File: src/rtl/weight_loader.sv
// -----------------------------------------------------------------------------
// weight_loader
//
// Streaming writer for the coprocessor weight memory. A start pulse (req)
// latches a base address and a word count. The loader then takes that many
// words from a valid/ready stream and writes them to consecutive memory
// addresses, wrapping modulo 2**WSIZE. busy stays high until the final write
// has committed, and done pulses for one cycle after that.
//
// Optional feature macro: WLOAD_CHECKSUM_EN
//   When it is defined, a running DWIDTH-bit wrapping sum of the accepted
//   words is kept and exposed on the checksum port.
//
// Parameters:
//   DWIDTH     weight word width (memory data width)
//   WSIZE      memory address width (depth 2**WSIZE)
//
// Ports:
//   clk        system clock, rising edge
//   xrst       asynchronous active-low reset
//   req        start pulse, honoured only in IDLE
//   base_addr  first write address, latched on an accepted req
//   count      number of words (0..2**WSIZE), latched on an accepted req
//   s_valid    stream word valid
//   s_data     stream word
//   s_ready    loader can take a word (state == LOAD)
//   mem_we     memory write enable (registered)
//   mem_addr   memory write address (registered)
//   write_data memory write data (registered)
//   busy       state is not IDLE
//   done       one-cycle completion pulse, the cycle after FLUSH
//   checksum   wrapping sum of the accepted words (WLOAD_CHECKSUM_EN only)
// -----------------------------------------------------------------------------
module weight_loader #(
  parameter int DWIDTH = 16,
  parameter int WSIZE  = 12
) (
  input  logic                     clk,
  input  logic                     xrst,
  input  logic                     req,
  input  logic [WSIZE-1:0]         base_addr,
  input  logic [WSIZE:0]           count,
  input  logic                     s_valid,
  input  logic signed [DWIDTH-1:0] s_data,
  output logic                     s_ready,
  output logic                     mem_we,
  output logic [WSIZE-1:0]         mem_addr,
  output logic signed [DWIDTH-1:0] write_data,
  output logic                     busy,
  output logic                     done
`ifdef WLOAD_CHECKSUM_EN
  ,
  output logic [DWIDTH-1:0]        checksum
`endif
);

  typedef enum logic [1:0] {
    IDLE  = 2'd0,
    LOAD  = 2'd1,
    FLUSH = 2'd2
  } state_t;

  state_t                     state_reg;
  state_t                     state_next;
  logic [WSIZE-1:0]           addr_reg;
  logic [WSIZE:0]             remaining_reg;
  logic                       mem_we_reg;
  logic [WSIZE-1:0]           mem_addr_reg;
  logic signed [DWIDTH-1:0]   write_data_reg;
  logic                       done_reg;
  logic                       start;
  logic                       beat;

  // A start is only honoured in IDLE; a beat is only taken in LOAD.
  assign start = req && (state_reg == IDLE);
  assign beat  = s_valid && (state_reg == LOAD);

  // Next-state and state-decoded outputs.
  always_comb begin
    state_next = state_reg;
    s_ready    = 1'b0;
    busy       = 1'b0;
    case (state_reg)
      IDLE: begin
        if (req) begin
          state_next = (count == '0) ? FLUSH : LOAD;
        end
      end
      LOAD: begin
        s_ready = 1'b1;
        busy    = 1'b1;
        if (s_valid && (remaining_reg == (WSIZE+1)'(1))) begin
          state_next = FLUSH;
        end
      end
      FLUSH: begin
        busy       = 1'b1;
        state_next = IDLE;
      end
      default: begin
        state_next = IDLE;
      end
    endcase
  end

  always_ff @(posedge clk or negedge xrst) begin
    if (!xrst) begin
      state_reg <= IDLE;
    end else begin
      state_reg <= state_next;
    end
  end

  // Address and remaining-word counters.
  always_ff @(posedge clk or negedge xrst) begin
    if (!xrst) begin
      addr_reg      <= '0;
      remaining_reg <= '0;
    end else if (start) begin
      addr_reg      <= base_addr;
      remaining_reg <= count;
    end else if (beat) begin
      addr_reg      <= addr_reg + WSIZE'(1);  // wraps naturally at 2**WSIZE
      remaining_reg <= remaining_reg - (WSIZE+1)'(1);
    end
  end

  // Registered write port. Address and data hold between beats; only the
  // enable drops, so the memory sees a clean single-cycle strobe per word.
  always_ff @(posedge clk or negedge xrst) begin
    if (!xrst) begin
      mem_we_reg     <= 1'b0;
      mem_addr_reg   <= '0;
      write_data_reg <= '0;
    end else begin
      mem_we_reg <= beat;
      if (beat) begin
        mem_addr_reg   <= addr_reg;
        write_data_reg <= s_data;
      end
    end
  end

  // done follows FLUSH by one cycle, so it rises only after the last write
  // (issued during FLUSH) has been committed by the memory.
  always_ff @(posedge clk or negedge xrst) begin
    if (!xrst) begin
      done_reg <= 1'b0;
    end else begin
      done_reg <= (state_reg == FLUSH);
    end
  end

  assign mem_we     = mem_we_reg;
  assign mem_addr   = mem_addr_reg;
  assign write_data = write_data_reg;
  assign done       = done_reg;

`ifdef WLOAD_CHECKSUM_EN
  logic [DWIDTH-1:0] checksum_reg;

  // Raw-bit wrapping sum. It holds after the run so that it is still valid
  // while done is high and until the next accepted req.
  always_ff @(posedge clk or negedge xrst) begin
    if (!xrst) begin
      checksum_reg <= '0;
    end else if (start) begin
      checksum_reg <= '0;
    end else if (beat) begin
      checksum_reg <= checksum_reg + $unsigned(s_data);
    end
  end

  assign checksum = checksum_reg;
`endif

endmodule

File: config.mk
export PLATFORM = sky130hd
export DESIGN_NAME = weight_loader
export DESIGN_NICKNAME = d
export VERILOG_FILES = /design/src/rtl/weight_loader.sv
export SDC_FILE = /design/constraint.sdc
export NUM_CORES = 1
export LEC_CHECK = 0
export ABC_CLOCK_PERIOD_IN_PS = 1600
export BUFFER_PORTS_ARGS = -buffer_cell sky130_fd_sc_hd__buf_2
export CAP_MARGIN = 20
export CORE_UTILIZATION = 25
export DETAILED_ROUTE_END_ITERATION = 6
export HOLD_SLACK_MARGIN = 0.12
export PLACE_DENSITY = 0.42
export SYNTH_ARGS = -nofsm -noshare
export SYNTH_HDL_FRONTEND = slang
export SYNTH_SLANG_ARGS = --single-unit
File: constraint.sdc
create_clock -name clk -period 1.6 [get_ports clk]
set_input_delay 0.32 -clock clk [delete_from_list [all_inputs] [get_ports clk]]
set_output_delay 0.32 -clock clk [all_outputs]
set_load 0.01 [all_outputs]
==> impl_metrics.yaml <==
timing:
  period_needed_ps: 1580
  period_share_pct: 98.6
  fin_worst_skew_ps: 4.63
  tightest_slew_ps: 399
  hold_slack_ps: 166
  rsz0062_at_grt: "yes"
  slew_headroom_pct: 73.2
  finalSetupViolations: 0
  hold_viol_final: 0
  final-max-slew-violation-count: 0
  max_freq_ghz: 0.634
clock_tree:
  cts_root_buf: "clkbuf_8"
  cts.sinks: 57
  clk_latency_ps: 340
  cts_tree: "built"
  cts_buffers: 9
  htreeDepth: 3
  clock_path_buffers: 2
  clkTransAtPathRegs_ps: 70
routing:
  ant_nets: 0
  drtPass1Iterations: 4
  drt_iter0_markers: 77
  num_vias: 2320
  routed_wl_um: 6980
  viasPerCell: 4.34
  drcViolationCount: 0
  wl_per_cell_um: 13.1
floorplanning:
  core_um2: 10400
  die_area_um2: 11300
  die_w_um: 106
  ioPinCount: 77
  rows: 37
  initial_core_util_pct: 26.0
  die_h_um: 106
setup_path:
  path_max_fanout: 3
  arrival_ps: 1260
  reg2reg_depth: 7
  worst_r2r_endpoint: "addr_reg[5]"
  path_class: "flip-flop to output port"
  critical_path_required_ps: 1280
  cp-end-kind: "output port"
  cp-start-kind: "flip-flop"
  reg2reg_slack_ps: 60
  worstReg2RegStart: "state_reg[1]"
power_and_ir_drop:
  clkPwrFrac_pct: 19.2
  ir_drop_v: 0.000599
  seq_power_share_pct: 41.6
  p_leak_nw: 1.72
  power.internal_mw: 3.91
  pwr-share-comb_pct: 39.3
  p_sw_mw: 2.57
  p_per_area_nw_per_um2: 1810
  switching_share_pct: 39.7
global_route:
  antenna_found_initial: 0
  grt_pass1_wl_um: 11900
  grt_usage_pct: 13.6
  grt_overflow: 0
  grt_pass1_vias: 2362
  grt_max_degree: 58
layout:
  fill_cells: 1116
  layout_common_cells: "nand2_1 (116), buf_2 (75), dfrtp_1 (56)"
  finalNetCount: 444
  final_common_cell: "nand2_1"
  areaGrowthSynthToFinish_pct: 32.5
  final_layout_size_suffix_gt1_share_pct: 30.9
  largest_register_ffs: 16
  n_antenna_cell: 0
  final_core_util_pct: 34.5
  final_area_um2: 3590
placement:
  place_congestion: 0.761
  io_buffer_count: 76
  hpwl_um: 5020
  place_area_um2: 3350
logic_synthesis:
  syn-num-nets: 353
  ys.flop_type: "dfrtp_1"
  synth_cells: 302
  synth_seq_area_share_pct: 52.6
  syn_area_per_cell_um2: 8.98
  ys_types: 36
  synth_edf_count: 0
  synth.largest_area_cell: "dfrtp_1"
  async_reset_ff_share_pct: 100
  ys_warn_count: 0
  synthDominantCellAreaShare_pct: 52.6
  ys_ff_latch: 57
  syn_area_um2: 2710
  synthTopCellsByArea: "dfrtp_1 (53%), nand2_1 (16%), o21ai_0 (4.2%)"
min_path:
  whs_path_depth: 3
  hold_end: "write_data[12]"
  hp-class: "input port to flip-flop"
  hold_start: "s_data[12]"
run_status:
  status: "finished, final reports clean"
job:
  max-cap-violations: 0
-- stage by stage --
step                      setup TNS [ps]  power, mW  std cells  worst slack, ps
after floorplan                        0       4.19        302             20.9
after global placement                 0       5.20        516             35.3
after detailed placement               0       5.23        516             13.4
after CTS                              0       6.58        533             2.46
after global routing                -425       7.06        534            -64.6
final                                  0       6.48        534             21.6
-- how the worst max path moves through the flow --
stage                  from                 to  slack [ps]
2_1_floorplan  state_reg[1]  remaining_reg[12]          20
3_3_place_gp   state_reg[1]       addr_reg[10]          40
3_5_place_dp   state_reg[1]       addr_reg[10]          10
4_1_cts        state_reg[1]               busy           2
5_1_grt        state_reg[1]        addr_reg[9]         -60
6_report       state_reg[1]               busy          20
-- timing repair --
item	4_1_cts	5_1_grt
hold buffers	1	0
buffers inserted	0	1
gates resized for setup	3	4
pin swaps	0	1
endpoints found under the setup margin	2	14
hold endpoints to repair	57	0
-- per-layer routing --
metal	GRT usage, %	vias to the layer above	wire length, µm
li1	-	1179	-
met1	17.6	1086	3350
met2	21.8	49	3270
met3	3.86	6	284
met4	4.17	0	71
met5	0	-	0
-- worst max-delay path: stages, from the launching register on --
cell	delay, ps
dfrtp_1	360
inv_2	60
buf_4	150
ha_4	260
buf_6	90
-- synth_stat cells, types with 4 or more instances --
cell type  count
buf_2          4
clkbuf_1       7
dfrtp_1       57
ha_1           6
inv_1          7
nand2_1      116
nand3_1        5
nand4_1        8
nor2_1        10
nor3_1         6
nor4_1         6
o21ai_0       23
xnor2_1       10
xor2_1        11
-- power by group through the flow --
| stage | clock, mW | combinational, mW | sequential [mW] |
|---|---|---|---|
| 2_1_floorplan | 0 | 1.39 | 2.79 |
| 3_3_place_gp | 0 | 2.48 | 2.72 |
| 3_5_place_dp | 0 | 2.51 | 2.72 |
| 4_1_cts | 1.29 | 2.59 | 2.70 |
| 5_1_grt | 1.35 | 2.92 | 2.80 |
| 6_report | 1.24 | 2.55 | 2.70 |
-- final cells by class --
cell class                 count  area (µm²)  share of cell area [%]
clock inverter                 5        30.0                   0.836
tap                          136         170                    4.74
inverter                       7        26.3                   0.731
sequential                    57        1430                    39.7
multi-input combinational    225        1240                    34.7
clock buffer                  11         151                    4.21
timing repair buffer          93         542                    15.1
-- kinds of logic after synthesis --
group / synth area share [%]
AND/OR/NAND/NOR: 27.8
adder cells (fa/ha/maj): 2.77
XOR/XNOR: 6.78
AO/OA/AOI/OAI: 6.83
flip-flops: 52.6
buffers and inverters: 3.23
Note: power is estimated with default switching activity, not from simulation.
